## config.mk

```make
export PLATFORM = sky130hd
export DESIGN_NAME = pipe_addsub
export DESIGN_NICKNAME = d
export VERILOG_FILES = /design/src/rtl/pipe_addsub.sv
export SDC_FILE = /design/constraint.sdc
export NUM_CORES = 1
export LEC_CHECK = 0
export ABC_AREA = 0
export CORE_MARGIN = 4
export CORE_UTILIZATION = 51
export CTS_CLUSTER_SIZE = 24
export DETAILED_ROUTE_END_ITERATION = 12
export PLACE_DENSITY = 0.79
export RECOVER_POWER = 50
export SYNTH_ARGS = -nofsm -noshare
export SYNTH_HDL_FRONTEND = slang
export SYNTH_SLANG_ARGS = --single-unit
```

## constraint.sdc

```tcl
create_clock -name clk -period 3.02 [get_ports clk]
set_input_delay 0.302 -clock clk [delete_from_list [all_inputs] [get_ports clk]]
set_output_delay 0.302 -clock clk [all_outputs]
set_load 0.02 [all_outputs]
```

## src/rtl/pipe_addsub.sv

```systemverilog
// pipe_addsub: elastic add/subtract pipeline with optional saturation, sticky overflow and result counter
module pipe_addsub #(
  parameter int W = 16,
  parameter int STAGES = 2,
  parameter bit SAT = 1'b0
) (
  input  logic         clk,
  input  logic         rst_n,
  input  logic         in_valid,
  output logic         in_ready,
  input  logic         op,
  input  logic [W-1:0] a,
  input  logic [W-1:0] b,
  output logic         out_valid,
  input  logic         out_ready,
  output logic [W-1:0] y,
  output logic         ovf,
  output logic         ovf_sticky,
  input  logic         ovf_clr,
  output logic [15:0]  res_cnt
);
  logic [STAGES-1:0] v, o, ld;
  logic [W-1:0] d [STAGES];
  logic [W:0] s;
  logic s_ovf, full, xfer;
  logic [W-1:0] r;
  always_comb begin
    s = op ? {a[W-1], a} - {b[W-1], b} : {a[W-1], a} + {b[W-1], b};
    s_ovf = s[W] ^ s[W-1];
    r = (SAT && s_ovf) ? {s[W], {(W-1){~s[W]}}} : s[W-1:0];
  end
  // a stage can load unless it and every stage after it is full while the consumer stalls
  always_comb begin
    full = 1'b1;
    ld = '0;
    for (int i = STAGES - 1; i >= 0; i--) begin
      full = full & v[i];
      ld[i] = out_ready | ~full;
    end
  end
  assign xfer = out_valid & out_ready;
  assign in_ready = ld[0];
  assign out_valid = v[STAGES-1];
  assign y = d[STAGES-1];
  assign ovf = o[STAGES-1];
  always_ff @(posedge clk) begin
    if (!rst_n) begin
      v <= '0;
      o <= '0;
      d <= '{default: '0};
      ovf_sticky <= 1'b0;
      res_cnt <= '0;
    end else begin
      if (ld[0]) begin
        v[0] <= in_valid;
        d[0] <= r;
        o[0] <= s_ovf;
      end
      for (int i = 1; i < STAGES; i++)
        if (ld[i]) begin
          v[i] <= v[i-1];
          d[i] <= d[i-1];
          o[i] <= o[i-1];
        end
      ovf_sticky <= (xfer & ovf) | (ovf_sticky & ~ovf_clr);
      res_cnt <= res_cnt + 16'(xfer);
    end
  end
endmodule

```

**Word level (Yosys, flattened, before mapping)**

Cells that the tools add are included.

- Add/sub/neg operators: 3
- Multiplexer cells: 1
- Bitwise gates (word level): 11

Operators by type and width:

| operator | count |
|---|---|
| $add A16 B16 Y17 | 1 |
| $mux W17 | 1 |
| $sub A16 B16 Y17 | 1 |
| $add A16 B1 Y16 | 1 |
| $and A1 B1 Y1 | 4 |
| $not A1 Y1 | 3 |
| $or A1 B1 Y1 | 3 |
| $xor A1 B1 Y1 | 1 |

- Flip-flop bits (word level): 53
- Logic and storage cells: 23
- Output and inout port bits: 36
- Bits of input ports: 38

**Longest topological paths before layout**

Gate-level depths: netlist of the first run.

- Word-level depth: 3
- Mapped depth: 14
- Depth with buffers taken out: 14

**Least setup slack after synthesis of the first run**

No wires, ideal clock.

- Path kind: input port to flip-flop
- Start point: input op
- End point: register o[0]
- Slack: 232 ps
- Required time: 2903 ps
- Library setup time: 117 ps
- Buffers on the path: 2
- Stages on the path: 11
- Arrival: 2671 ps
- Path through: clkbuf_1 > clkbuf_1 > mux2i_1 > ha_1 > nor2b_1 > o2111ai_1 > a2111oi_2 > o31a_2 > o21ba_2 > mux2i_1 > nand2_1

- Word-level cells in the longest chain between the ends: 2

RTL lines:

| item | RTL line | text |
|---|---|---|
| start: declaration | 11 | `input logic op,` |
| $mux W17 | 28 | `s = op ? {a[W-1], a} - {b[W-1], b} : {a[W-1], a} + {b[W-1], b};` |
| $xor A1 B1 Y1 | 29 | `s_ovf = s[W] ^ s[W-1];` |
| end signal: assignment | 57 | `o[0] <= s_ovf;` |
| end signal: indexed assignment | 63 | `o[i] <= o[i-1];` |
| end: declaration | 22 | `logic [STAGES-1:0] v, o, ld;` |

Every way passes these cells.
A chain may end at the register's enable or synchronous reset.

**Worst setup path in the final report of the first run**

- Start point: input b[4]
- End point: register o[0]

- Word-level cells in the longest chain between the ends: 3
- Elaborated cells on any way between the ends: 4
- Those cells by class: 2 x add/sub; 1 x mux; 1 x bitwise

RTL lines:

| item | RTL line | text |
|---|---|---|
| start: declaration | 13 | `input logic [W-1:0] b,` |
| $add A16 B16 Y17 / $sub A16 B16 Y17 (equally long branches) | 28 |  |
| $mux W17 (*) | 28 |  |
| $xor A1 B1 Y1 (*) | 29 |  |

Mark *: on every way between the ends. The rest lies on a longest branch, timed or not.

==> results of run 1 <==
-- power breakdown --
group	internal (W)	switching (W)
clock	0.000241	0.000219
combinational	0.000366	0.000340
sequential	0.000768	0.0000366
-- kinds of logic after synthesis --
family | Yosys count
AND/OR/NAND/NOR | 164
AO/OA/AOI/OAI | 88
multiplexers | 4
adder cells (fa/ha/maj) | 20
flip-flops | 53
XOR/XNOR | 36
buffers and inverters | 49
-- layout make-up --
type	instances	area, um^2
clock inverters	2	35.0
repair buffers	132	1180
well taps	77	96.3
fillers	497	1760
clock buffers	5	68.8
multi-input cells	312	2170
flip-flops and latches	53	1060
inverters	15	56.3
-- cell usage in the layout (no fill, tap or decap), types with 4 or more instances in the layout --
cell type / count
inv_1: 15
nor3b_1: 4
a21boi_0: 21
nor2b_1: 5
o21ai_1: 6
dlygate4sd3_1: 21
nand4_1: 6
nand2_1: 62
clkdlybuf4s50_1: 48
and2_1: 18
o21a_1: 4
mux2i_1: 4
xor2_1: 5
nand3_1: 13
o21ai_0: 11
xnor2_1: 31
dfxtp_1: 53
buf_4: 58
a21oi_1: 12
clkbuf_8: 5
nor3_1: 7
nor2_1: 20
ha_1: 17
-- through the flow --
| stage | utilization [%] | TNS [ns] |
|---|---|---|
| 2_1_floorplan | - | 0 |
| 3_3_place_gp | 69.3 | -1.52 |
| 3_5_place_dp | 69.3 | -2.26 |
| 4_1_cts | 71.0 | 0 |
| 5_1_grt | 72.7 | -0.0479 |
| 6_report | 72.7 | 0 |
-- routing by layer --
layer	up-vias	wire length [um]
li1	1612	-
met1	1446	3600
met2	94	3740
met3	10	396
met4	0	148
met5	-	0
-- worst register-to-register path, stage by stage, from the launching register on --
cell and delay [ns]:
dfxtp_1 0.38, and2_0 0.17, ha_1 0.19, and3_1 0.26, nand2_1 0.11, nor2_1 0.22, nand3_1 0.13, xnor2_1 0.13
and2_1 0.14
-- worst max-delay path by stage --
stage,start,end,cells after the start
after global routing,b[4],d[30]$_SDFFE_PN0P_,13
after detailed placement,b[0],o[0]$_SDFFE_PN0P_,14
after floorplan,op,o[0]$_SDFFE_PN0P_,11
after CTS,b[4],o[0]$_SDFFE_PN0P_,13
final,b[4],o[0]$_SDFFE_PN0P_,14
after global placement,b[0],o[0]$_SDFFE_PN0P_,14
-- flip-flops by register name, indices dropped and copies added (netlist names) --
name and cells:
y 16, res_cnt 16, ovf_sticky 1, d 16
v 2, o 2
-- what timing repair did --
action	4_1_cts	5_1_grt
setup endpoints to repair	1	8
setup buffers	0	2
hold buffers	0	0
gates resized for setup	2	22
pin swaps	1	12
==> results.sh, run 1 <==
export IMPL_status="finished clean"
export IMPL_grt_usage_pct=19.7
export IMPL_hold_class="flip-flop to flip-flop"
export IMPL_wl_per_cell_um=13.2
export IMPL_grt_busiest_layer="met2"
export IMPL_viasPerCell=5.31
export IMPL_dpl_cell_area_um2=4450
export IMPL_synth_area_top_cells="dfxtp_1 (31%), xnor2_1 (8.0%), ha_1 (7.0%)"
export IMPL_end_kind="flip-flop"
export IMPL_synthMuxAreaShare_pct=1.18
export IMPL_synth_seq_cells=53
export IMPL_drtPass1Iterations=4
export IMPL_critPathBufInv=1
export IMPL_worst_slew_pin_slew_ns=0.865
export IMPL_drv_cap=0
export IMPL_io_buffers=73
export IMPL_seq_area_frac_synth_pct=31.2
export IMPL_die_w_um=89.6
export IMPL_maxSlewHeadroom_pct=42.3
export IMPL_synthTopCellsByCount="nand2_1 (62), dfxtp_1 (53), xnor2_1 (31)"
export IMPL_stdcell_count=596
export IMPL_initial_core_util_pct=52.9
export IMPL_synth_cells=414
export IMPL_htreeDepth=2
export IMPL_grt_max_degree=28
export IMPL_clock_sinks=53
export IMPL_min_period_ns=2.91
export IMPL_synth_area_um2=3400
export IMPL_cts_buffer_depth=2
export IMPL_layout_worst_path_cycle_share_pct=96.2
export IMPL_synth_ff_type="dfxtp_1"
export IMPL_die_area_um2=8030
export IMPL_wirelength_mm=7.89
export IMPL_crit_family="simple AND/OR/NAND/NOR gates"
export IMPL_fin_total_pwr_w=0.00197
export IMPL_synth_top_family_by_area="simple AND/OR/NAND/NOR gates"
export IMPL_post_place_ws_ns=-0.326
export IMPL_route_detailed_drc=0
export IMPL_cellLeakagePower_nw=2.00
export IMPL_synth_top_area_cell="dfxtp_1"
export IMPL_whs_ns=0.465
export IMPL_ys_warn_count=0
export IMPL_grt_pass1_vias=2862
export IMPL_fin_ws_ns=0.114
export IMPL_powerDensity_nw_per_um2=422
export IMPL_antenna_cells=0
export IMPL_cts_root_buf="clkbuf_8"
export IMPL_grt_pass1_wl_mm=12.8
export IMPL_arrival_ns=3.10
export IMPL_cpPeakStageDelay_ns=0.46
export IMPL_async_flop_share_pct=0
export IMPL_finalClockSkew_ns=0.00895
export IMPL_placed_cells=587
export IMPL_drv_slew=0
export IMPL_ant_nets=0
export IMPL_synth_simple_area_share_pct=25.1
export IMPL_drive_gt1_share_pct=18.1
export IMPL_reg2reg_slack_ns=1.19
export IMPL_worstReg2RegEnd="res_cnt[15]$_SDFF_PN0_"
export IMPL_setup_viol=0
export IMPL_avgSynthCellArea_um2=8.21
export IMPL_synth_edf_count=0
export IMPL_holdPathEnd="y[10]$_SDFFE_PN0P_"
export IMPL_io_pins=74
export IMPL_cp_start_kind="input port"
export IMPL_place_congestion=0.876
export IMPL_path_clk_slew_ns=0.09
export IMPL_clk_latency_ns=0.30
export IMPL_worstPathMaxFanout=4
export IMPL_vias=3162
export IMPL_row_count=29
export IMPL_coreArea_um2=6420
export IMPL_cts_buffers=5
export IMPL_peakVddDrop_v=0.000206
export IMPL_final_cell_area_um2=4670
export IMPL_synth_compound_area_share_pct=18.1
export IMPL_hpwl_mm=6.28
export IMPL_fmax_mhz=344
export IMPL_die_h_um=89.6
export IMPL_grtUsageMet3_pct=1.92
export IMPL_use_met2_pct=33.7
export IMPL_cts_tree="done"
export IMPL_crit_type="input port to flip-flop"
export IMPL_synth_adder_area_share_pct=7.59
export IMPL_antenna_found_initial=0
export IMPL_synth_top_area_share_pct=31.2
export IMPL_synth_nets=472
export IMPL_crit_chain="clkdlybuf4s50_1 -> nor3_4 -> nand4b_2 -> nor2_1 -> nor2_1 -> xnor2_1 -> ha_1 -> and2_4 -> a221o_1 -> a21oi_4 -> o31ai_2 -> xnor2_1 -> mux2i_1 -> nand2_1"
export IMPL_crit_required_ns=3.22
export IMPL_worstRegToRegCells=8
export IMPL_use_met1_pct=26.5
export IMPL_synthMostInstantiatedCell="nand2_1"
export IMPL_synth_xor_area_share_pct=9.28
export IMPL_r2r_start="v[1]$_SDFFE_PN0P_"
export IMPL_hold_start="y[10]$_SDFFE_PN0P_"
export IMPL_overflow=0
export IMPL_critPathSlowestCell="clkdlybuf4s50_1"
export IMPL_whs_path_depth=2
export IMPL_final_nets=577
export IMPL_area_delta_synth_final_pct=37.4
export IMPL_hold_viol=0
export IMPL_drt_initial_drc_count=141
export IMPL_ys_types=61
No activity file was read; power rests on OpenSTA's default activity.
==> inputs of run 2 (changes only) <==
ABC_CLOCK_PERIOD_IN_PS = 3020   (was not set)
CORE_ASPECT_RATIO = 2   (was not set)
==> run 2 against run 1 <==
Fmax fell by 2.3%. Sequential share of layout area down 0.23 points. Design area up 1.0%. Core utilization up 0.85 points. Critical path type unchanged. Largest cell class unchanged.
==> results.sh, run 2 (synthesis gave the netlist of run 1 again) <==
export IMPL_status="finished clean"
export IMPL_overflow=0
export IMPL_coreArea_um2=6410
export IMPL_area_delta_synth_final_pct=38.8
export IMPL_maxSlewHeadroom_pct=28.8
export IMPL_cts_root_buf="clkbuf_16"
export IMPL_drive_gt1_share_pct=16.6
export IMPL_drt_initial_drc_count=114
export IMPL_viasPerCell=5.27
export IMPL_arrival_ns=3.14
export IMPL_critPathBufInv=2
export IMPL_cp_startpoint="b[7]"
export IMPL_final_nets=576
export IMPL_final_common_cell="nand2_1"
export IMPL_worstPathMaxFanout=4
export IMPL_critPathSlowestCell="clkdlybuf4s50_1"
export IMPL_io_pins=74
export IMPL_num_fill_cells=494
export IMPL_vias=3185
export IMPL_drtPass1Iterations=4
export IMPL_grt_usage_pct=21.0
export IMPL_grt_pass1_wl_mm=13.4
export IMPL_grt_pass1_vias=3170
export IMPL_clock_sinks=53
export IMPL_final_cell_mix="nand2_1 (62), buf_4 (56), dfxtp_1 (53)"
export IMPL_fmax_mhz=336
export IMPL_finalClockSkew_ns=0.00334
export IMPL_cts_tree="done"
export IMPL_cts_buffer_depth=2
export IMPL_place_congestion=0.852
export IMPL_peakVddDrop_v=0.000224
export IMPL_drv_slew=0
export IMPL_cp_start_kind="input port"
export IMPL_worst_slew_pin_slew_ns=1.07
export IMPL_hold_class="flip-flop to flip-flop"
export IMPL_antenna_found_initial=0
export IMPL_antenna_cells=0
export IMPL_hold_viol=0
export IMPL_fin_total_pwr_w=0.00206
export IMPL_wirelength_mm=8.20
export IMPL_die_h_um=123
export IMPL_grt_max_degree=33
export IMPL_crit_family="compound AO/OA/AOI/OAI gates"
export IMPL_placed_cells=593
export IMPL_crit_required_ns=3.19
export IMPL_cellLeakagePower_nw=2.05
export IMPL_io_buffers=73
export IMPL_powerDensity_nw_per_um2=436
export IMPL_die_w_um=65.7
export IMPL_layout_worst_path_cycle_share_pct=98.4
export IMPL_r2r_start="v[1]$_SDFFE_PN0P_"
export IMPL_crit_type="input port to flip-flop"
export IMPL_setup_viol=0
export IMPL_clk_latency_ns=0.29
export IMPL_row_count=41
export IMPL_end_kind="flip-flop"
export IMPL_reg2reg_slack_ns=1.13
export IMPL_cts_buffers=5
export IMPL_path_clk_slew_ns=0.06
export IMPL_crit_chain="clkdlybuf4s50_1 -> buf_4 -> nor3_1 -> a21oi_2 -> xnor2_1 -> ha_1 -> a211oi_2 -> o21a_1 -> o21ai_1 -> o31a_2 -> o21ba_2 -> mux2i_1 -> nand2_1"
export IMPL_hold_start="y[10]$_SDFFE_PN0P_"
export IMPL_whs_ns=0.458
export IMPL_htreeDepth=2
export IMPL_stdcell_count=604
export IMPL_cpPeakStageDelay_ns=0.46
export IMPL_route_detailed_drc=0
export IMPL_wl_per_cell_um=13.6
export IMPL_ant_nets=0
export IMPL_min_period_ns=2.97
export IMPL_die_area_um2=8110
export IMPL_hpwl_mm=6.63
export IMPL_drv_cap=0
export IMPL_initial_core_util_pct=53.0
-- run 2: area by class of cell --
cell class	count	area (um^2)	area share [%]
multi-input cells	312	2160	45.9
flip-flops and latches	53	1060	22.5
clock buffers	7	143	3.03
inverters	15	56.3	1.19
repair buffers	131	1180	25.1
well taps	86	108	2.28
-- run 2: what timing repair did --
action	CTS	global route
setup buffers	0	4
gates resized for setup	3	21
hold buffers	0	0
endpoints found under the hold margin	0	0
endpoints found under the setup margin	2	7
pin swaps	0	13
-- run 2: through the flow --
| stage | setup WS (ns) | setup TNS, ns | cell area [um^2] | utilization [%] |
|---|---|---|---|---|
| after floorplan | 0.232 | 0 | 3400 | - |
| after global placement | -0.286 | -1.20 | 4440 | 69.2 |
| after detailed placement | -0.368 | -1.78 | 4440 | 69.2 |
| after CTS | 0.00196 | 0 | 4600 | 71.7 |
| after global routing | -0.0613 | -0.0613 | 4710 | 73.5 |
| final | 0.0476 | 0 | 4710 | 73.5 |
-- run 2: final timing paths --
check / end / cells after the start
worst max-delay path: o[0]$_SDFFE_PN0P_ / 13
worst min-delay path: y[10]$_SDFFE_PN0P_ / 2
worst max register to register: res_cnt[15]$_SDFF_PN0_ / 8
worst min register to register: y[10]$_SDFFE_PN0P_ / 2
-- run 2: power breakdown --
part / internal, W / switching [W] / total [W]
sequential: 0.000769 / 0.0000364 / 0.000806
clock: 0.000326 / 0.000230 / 0.000556
combinational: 0.000364 / 0.000331 / 0.000695
total: 0.00146 / 0.000598 / 0.00206
-- run 2: per-layer routing --
layer | GRT usage [%] | vias to the layer above | wire length, um
li1 | - | 1618 | -
met1 | 18.3 | 1461 | 2760
met2 | 43.7 | 76 | 4850
met3 | 1.73 | 30 | 225
met4 | 11.8 | 0 | 365
met5 | 0 | - | 0
-- run 2: worst register-to-register path, delay by kind of cell (launching register included) --
kind	cells	cell delay, ns
xor gates and xnor gates	1	0.13
and+or+nand+nor	6	1.13
adders and majority gates	1	0.17
DFF	1	0.37
